File: src/rtl/viterbi_bit_packer.sv
// viterbi_bit_packer: packs the decoded-bit stream into W-bit words queued in a show-ahead FIFO.
// Define VITERBI_PACKER_STATS_EN to add the bits_total / words_dropped counters.
module viterbi_bit_packer #(
    parameter int W         = 8,
    parameter int DEPTH     = 4,
    parameter bit MSB_FIRST = 1
) (
    input  logic                         clk,
    input  logic                         rst,
    input  logic                         dec_bit_valid,
    input  logic                         dec_bit,
    input  logic                         flush,
    output logic                         out_valid,
    input  logic                         out_ready,
    output logic [W-1:0]                 out_data,
    output logic [$clog2(W+1)-1:0]       out_nbits,
    output logic                         out_last,
    output logic                         overflow,
    input  logic                         clr_overflow,
    output logic [$clog2(DEPTH+1)-1:0]   fifo_level
`ifdef VITERBI_PACKER_STATS_EN
    ,output logic [31:0]                 bits_total,
    output logic [15:0]                  words_dropped
`endif
);
    localparam int CW = $clog2(W);
    localparam int NW = $clog2(W+1);
    localparam int AW = $clog2(DEPTH);

    logic [W-1:0]  acc, acc_nxt, bit_vec;
    logic [CW-1:0] bit_cnt, pos;
    logic [NW-1:0] cnt_nxt;
    logic          complete, push;
    logic          pend_v, pend_last;
    logic [W-1:0]  pend_data;
    logic [NW-1:0] pend_nbits;
    logic [W-1:0]  mem_data [DEPTH];
    logic [NW-1:0] mem_nbits [DEPTH];
    logic          mem_last [DEPTH];
    logic [AW:0]   wr_ptr, rd_ptr;
    logic          empty, full, pop, drop;

    always_comb begin
        pos          = MSB_FIRST ? CW'(W-1) - bit_cnt : bit_cnt;
        bit_vec      = '0;
        bit_vec[pos] = dec_bit_valid & dec_bit;
        acc_nxt      = acc | bit_vec;
        cnt_nxt      = NW'(bit_cnt) + NW'(dec_bit_valid);
        complete     = dec_bit_valid && bit_cnt == CW'(W-1);
        push         = complete || flush;
    end

    assign empty      = wr_ptr == rd_ptr;
    assign full       = (wr_ptr ^ rd_ptr) == {1'b1, {AW{1'b0}}};
    assign pop        = !empty && out_ready;
    // The closed word spends one cycle in the pend stage, so full/drop is judged at write time
    assign drop       = pend_v && full && !pop;
    assign out_valid  = !empty;
    assign out_data   = empty ? '0 : mem_data[rd_ptr[AW-1:0]];
    assign out_nbits  = empty ? '0 : mem_nbits[rd_ptr[AW-1:0]];
    assign out_last   = !empty && mem_last[rd_ptr[AW-1:0]];
    assign fifo_level = wr_ptr - rd_ptr;

    always_ff @(posedge clk) begin
        if (rst) begin
            acc        <= '0;
            bit_cnt    <= '0;
            pend_v     <= 1'b0;
            pend_data  <= '0;
            pend_nbits <= '0;
            pend_last  <= 1'b0;
            wr_ptr     <= '0;
            rd_ptr     <= '0;
            overflow   <= 1'b0;
        end else begin
            acc        <= push ? '0 : acc_nxt;
            bit_cnt    <= push ? '0 : CW'(cnt_nxt);
            pend_v     <= push;
            pend_data  <= acc_nxt;
            pend_nbits <= cnt_nxt;
            pend_last  <= flush;
            if (pop) rd_ptr <= rd_ptr + 1'b1;
            if (pend_v && (!full || pop)) begin
                mem_data[wr_ptr[AW-1:0]]  <= pend_data;
                mem_nbits[wr_ptr[AW-1:0]] <= pend_nbits;
                mem_last[wr_ptr[AW-1:0]]  <= pend_last;
                wr_ptr                    <= wr_ptr + 1'b1;
            end
            overflow <= drop | (overflow & ~clr_overflow);
        end
    end

`ifdef VITERBI_PACKER_STATS_EN
    always_ff @(posedge clk) begin
        if (rst) begin
            bits_total    <= '0;
            words_dropped <= '0;
        end else begin
            if (dec_bit_valid && bits_total != '1) bits_total <= bits_total + 1'b1;
            if (drop && words_dropped != '1) words_dropped <= words_dropped + 1'b1;
        end
    end
`endif
endmodule

File: config.mk
export PLATFORM = sky130hd
export DESIGN_NAME = viterbi_bit_packer
export DESIGN_NICKNAME = d
export VERILOG_FILES = /design/src/rtl/viterbi_bit_packer.sv
export SDC_FILE = /design/constraint.sdc
export NUM_CORES = 1
export LEC_CHECK = 0
export BUFFER_PORTS_ARGS = -buffer_cell sky130_fd_sc_hd__buf_2
export CELL_PAD_IN_SITES_DETAIL_PLACEMENT = 1
export CELL_PAD_IN_SITES_GLOBAL_PLACEMENT = 1
export CORE_ASPECT_RATIO = 1.2
export CORE_MARGIN = 4
export CORE_UTILIZATION = 49
export DETAILED_ROUTE_END_ITERATION = 7
export GPL_ROUTABILITY_DRIVEN = 0
export PLACE_DENSITY_LB_ADDON = 0.1
export SLEW_MARGIN = 0
export SYNTH_ARGS = -nofsm -noshare
export SYNTH_HDL_FRONTEND = slang
export SYNTH_SLANG_ARGS = --single-unit
File: constraint.sdc
create_clock -name clk -period 2.5 [get_ports clk]
set_clock_uncertainty 0.15 [all_clocks]
set_input_delay 0.5 -clock clk [delete_from_list [all_inputs] [get_ports clk]]
set_output_delay 0.5 -clock clk [all_outputs]
set_load 0.1 [all_outputs]
==> flow_summary.toml, run 1 <==
[grt]
grt_pass1_vias = 2190
antenna_found_initial = 0
grt-ovfl-total = 0
grt_max_degree = 27
grt.total_usage_pct = 19.1
grt_pass1_wl_um = 11600

[yosys]
yosysTopAreaCellShare_pct = 47.0
ys.flop_type = "edfxtp_1"
ys_ff_latch = 86
yosys_warnings = 0
synth_area_leaders = "edfxtp_1, dfxtp_1, mux4_2"
yosys-top-cells-count = "edfxtp_1, dfxtp_1, nor2_1, nor2b_1, mux4_2"
ys_types = 42
yosysMostFrequentCell = "edfxtp_1"
synthArstFlopShare_pct = 0
syn_nets = 235
syn_area_um2 = 3320
seq_area_frac_synth_pct = 67.5
synth_top_cell_by_area = "edfxtp_1"
syn_inst = 218
synth_edf_count = 52
avgSynthCellArea_um2 = 15.2

[clock_network]
cts_max_level = 3
cts_sinks = 86
insertion_delay_ns = 0.36
cts_made_buffers = 9
clk_pin_slew_ns = 0.08
cts_tree = "done"
root_buffer = "clkbuf_8"
cts.path.max_buffers = 2

[timing]
period_share_pct = 97.3
tightest_slew_ns = 0.488
final.min_clock_period_ns = 2.43
hold_viol_final = 0
drv_slew = 0
rsz0062_at_grt = "no"
finalSetupViolCount = 0
fmax_ghz = 0.411
setup_slack_ns = 0.0673
slew_headroom_pct = 67.7
setup_tns_ns = 0

[finish]
n_antenna_cell = 0
final_area_um2 = 4220
fill_cells = 596
drive_gt1_share_pct = 37.6
stdcell_count = 351
syn2layout_area_growth_pct = 27.1
nets = 278

[worst_setup_path]
worstSetupEndpoint = "out_data[7]"
critPathLaunch = "rd_ptr[0]"
r2r-start = "rd_ptr[2]"
path_class = "reg2out"
worstPathArrival_ns = 1.78
rrSetupSlack_ns = 0.45
end_kind = "primary output"
required_ns = 1.85
critPathLaunchType = "flip-flop"
r2r_end = "mem_data[0][5]"
r2r_cells = 5
path_max_fanout = 6

[pwr]
power_density_nw_per_um2 = 994
p_sw_uw = 1550
pwr-share-comb_pct = 40.5
intPower_uw = 2650
power_frac_seq_pct = 37.2
swShare_pct = 36.9
power_leakage_uw = 0.00151
ir_drop_v = 0.000526
power_uw = 4200
power.share.clock_pct = 22.3

[die]
num_rows = 32
die_h_um = 98.2
fp.dieW_um = 83.2
ioPinCount = 25
core_um2 = 6530
fp.dieArea_um2 = 8160
start_util_pct = 50.9

[routing]
drcViolationCount = 0
wl_per_cell_um = 20.7
dr.pass1.iters = 5
num_vias = 1919
drt_iter0_drc = 99
viasPerCell = 5.47
wl_um = 7280
ant_nets = 0

[placement]
port_buffers = 24
post-place-ws_ns = 0.158
place_inst = 326
dpl-instance-area_um2 = 3850
hpwl_um = 4460

[hold_path]
hold_path_class = "in2reg"
min_from = "flush"
holdPathStages = 2

[run]
drv_cap = 0

[run_status]
status = "completed"
[repair_timing]
action,in CTS,in global routing
pin swaps,1,3
hold endpoints to repair,0,0
endpoints found under the setup margin,15,12
hold buffers,0,0
buffers inserted,4,3
gates cloned,1,1
gates resized for setup,19,4
[state kept, by name (all words and copies together) (netlist names), 3 cells and up, named ones only]
name and count:
bit_cnt 3, mem_last 4, mem_data 32, rd_ptr 3, acc 8, pend_nbits 4, pend_data 8, mem_nbits 16
wr_ptr 3
[placed cells by master, fill, tap and decap left out, drive strengths merged, types with 3 or more instances in the layout]
cell / instances
edfxtp: 52
buf: 39
dfxtp: 34
nor2: 22
nor2b: 19
mux4: 13
inv: 12
clkbuf: 12
ha: 9
a21oi: 7
and3: 5
clkinvlp: 4
and2: 4
xnor2: 3
mux2: 3
[per-stage QoR]
step | utilization (%) | hold slack, ns
after global placement | 59.0 | 0.291
after floorplan | - | 0.274
after detailed placement | 59.0 | 0.305
after CTS | 63.7 | 0.232
after global routing | 64.7 | 0.242
final | 64.7 | 0.244
[how the worst min path moves through the flow]
| stage | end | slack, ns |
|---|---|---|
| after floorplan | acc[6] | 0.27 |
| after CTS | pend_last | 0.23 |
| after detailed placement | pend_data[4] | 0.31 |
| after global placement | acc[6] | 0.29 |
| after global routing | pend_last | 0.24 |
| final | pend_last | 0.24 |
[cells by family after synthesis]
family                   count (synthesis)  synth area share [%]
buffers and inverters                   21                  2.79
AND/OR/NAND/NOR                         62                  10.4
AO/OA/AOI/OAI                           19                  4.07
multiplexers                            17                  10.2
adder cells (fa/ha/maj)                 10                  3.99
XOR/XNOR                                 3                  1.02
flip-flops                              86                  67.5
[power by group through the flow]
stage	clock network (uW)	registers [uW]	logic, uW
floorplan	0	1580	1010
global placement	0	1580	1490
detailed placement	0	1580	1510
CTS	955	1550	1670
global route	1030	1560	1760
finish	937	1560	1700
[critical path, stage by stage, from the launching register on]
cell and delay (ns):
dfxtp_2 0.41, ha_4 0.23, and2_4 0.15, and2_4 0.17, buf_12 0.14, nor2b_4 0.13
buf_12 0.18
[area by class of cell]
class                      instances  area (um2)  area share (%)
multi-input combinational        112        1100            26.0
tap                               85         106            2.52
clock inverter                     5        60.1            1.42
sequential                        86        2250            53.3
clock buffer                      11         131            3.11
timing repair buffer              40         527            12.5
inverter                          12        47.5            1.13
[routing by layer]
metal	track usage (%)	part of all wire [%]	routed length, um
met5	0	0	0
met4	6.92	1.5	110
met3	6.67	4.5	327
met2	34.3	56	4050
met1	20.7	38	2790
Note: power is estimated with default switching activity, not from simulation.
==> inputs of run 2 (changes only) <==
--- a/config.mk
+++ b/config.mk
@@ -9,8 +9,9 @@
 export CELL_PAD_IN_SITES_DETAIL_PLACEMENT = 1
 export CELL_PAD_IN_SITES_GLOBAL_PLACEMENT = 1
 export CORE_ASPECT_RATIO = 1.2
-export CORE_MARGIN = 4
+export CORE_MARGIN = 2
 export CORE_UTILIZATION = 49
+export CTS_CLUSTER_DIAMETER = 200
 export DETAILED_ROUTE_END_ITERATION = 7
 export GPL_ROUTABILITY_DRIVEN = 0
 export PLACE_DENSITY_LB_ADDON = 0.1
==> run 2 against run 1 <==
Clock power rose by 9.9%. Die area fell by 8.7%. Largest cell class unchanged. Global-route usage grew 1.9 points. Sequential power about the same. Highest routed layer unchanged. Power increased by 1.7%. Non-clock buffer count decreased by 3. Core utilization up 0.40 points. Final area stayed put.
==> flow_summary.toml, run 2 (synthesized netlist as in run 1, its figures left out) <==
[run_status]
status = "completed"

[routing]
ant_nets = 0
viasPerCell = 5.43
drt_iter0_drc = 126
num_vias = 1891
drcViolationCount = 0
wl_per_cell_um = 20.5
wl_um = 7150
dr.pass1.iters = 4

[die]
fp.dieW_um = 79.2
start_util_pct = 51.2
num_rows = 32
die_h_um = 94.2
ioPinCount = 25
fp.dieArea_um2 = 7450
core_um2 = 6490

[worst_setup_path]
path_class = "reg2out"
path_max_fanout = 4
critPathLaunchType = "flip-flop"
worstPathArrival_ns = 1.79
required_ns = 1.85
end_kind = "primary output"

[pwr]
power_frac_seq_pct = 36.4
intPower_uw = 2690
swShare_pct = 36.9
power.share.clock_pct = 24.1
power_density_nw_per_um2 = 1010
pwr-share-comb_pct = 39.5
power_leakage_uw = 0.00152
p_sw_uw = 1580
ir_drop_v = 0.000606

[timing]
setup_slack_ns = 0.0598
setup_tns_ns = 0
fmax_ghz = 0.410
slew_headroom_pct = 69.3
tightest_slew_ns = 0.448
hold_viol_final = 0
drv_slew = 0
final.min_clock_period_ns = 2.44
period_share_pct = 97.6
finalSetupViolCount = 0
fin_hold_ws_ns = 0.260

[clock_network]
clk_pin_slew_ns = 0.09
cts_sinks = 86
root_buffer = "clkbuf_8"
insertion_delay_ns = 0.34
cts_max_level = 3
cts.path.max_buffers = 2
hold_buffers = 0
cts_made_buffers = 9
cts_tree = "done"

[finish]
final_common_cell = "edfxtp_1"
fill_cells = 591
final_cell_mix = "edfxtp_1, dfxtp_1, nor2_1"
drive_gt1_share_pct = 36.9
largest_reg_flops = 32
nets = 275
syn2layout_area_growth_pct = 27.1
n_antenna_cell = 0

[grt]
grt.total_usage_pct = 21.0
grt_pass1_wl_um = 11400
grt_pass1_vias = 2070
antenna_found_initial = 0
grt-ovfl-total = 0
grt_max_degree = 27

[run]
drv_cap = 0

[hold_path]
hold_path_class = "in2reg"

[placement]
post-place-ws_ns = 0.181
port_buffers = 24
hpwl_um = 4620
[run 2: power by group through the flow]
stage / sequential [uW] / clock (uW) / combinational [uW]
3_5_place_dp: 1580 / 0 / 1510
4_1_cts: 1550 / 1040 / 1690
3_3_place_gp: 1580 / 0 / 1490
2_1_floorplan: 1580 / 0 / 1010
6_report: 1560 / 1030 / 1690
5_1_grt: 1560 / 1100 / 1740
[run 2: critical path, stage by stage (launching register included)]
cell and delay, ns:
dfxtp_2 0.37, inv_4 0.06, ha_4 0.22, and2_4 0.15, and2_4 0.19, buf_12 0.14, nor2b_4 0.13, buf_12 0.18
[run 2: final cells by class]
type / instances / area (um2) / area share [%]
Sequential cell: 86 / 2250 / 53.2
Clock inverter: 4 / 33.8 / 0.800
Clock buffer: 12 / 188 / 4.45
Tap cell: 85 / 106 / 2.52
Inverter: 12 / 47.5 / 1.13
Timing Repair Buffer: 37 / 495 / 11.7
Multi-Input combinational cell: 112 / 1100 / 26.1
[run 2: worst paths after layout]
path,startpoint,to,slack [ns],cells after the start
worst min register to register,acc[7],acc[7],0.32,2
worst max-delay path,wr_ptr[0],out_data[5],0.06,7
worst min-delay path,flush,pend_last,0.26,2
worst max register to register,rd_ptr[2],mem_data[2][1],0.48,5
[run 2: stage by stage]
stage	cell area, um2	instances	power, uW	util [%]
final	4220	348	4270	65.1
after global routing	4220	348	4400	65.1
after CTS	4200	347	4280	64.7
after detailed placement	3850	326	3100	59.4
after global placement	3850	326	3060	59.4
after floorplan	3360	218	2590	-
[run 2: per-layer routing]
| layer | track usage (%) | vias up | part of all wire, % | routed length (um) |
|---|---|---|---|---|
| li1 | - | 872 | - | - |
| met1 | 24.9 | 966 | 41 | 2910 |
| met2 | 38.6 | 46 | 55 | 3920 |
| met3 | 4.23 | 7 | 3.6 | 261 |
| met4 | 5.75 | 0 | 0.81 | 58 |
| met5 | 0 | - | 0 | 0 |
[run 2: timing repair]
item	in CTS	in global routing
pin swaps	1	3
buffers inserted	4	1
cloned	1	0
setup endpoints to repair	15	7
resized for setup	16	4
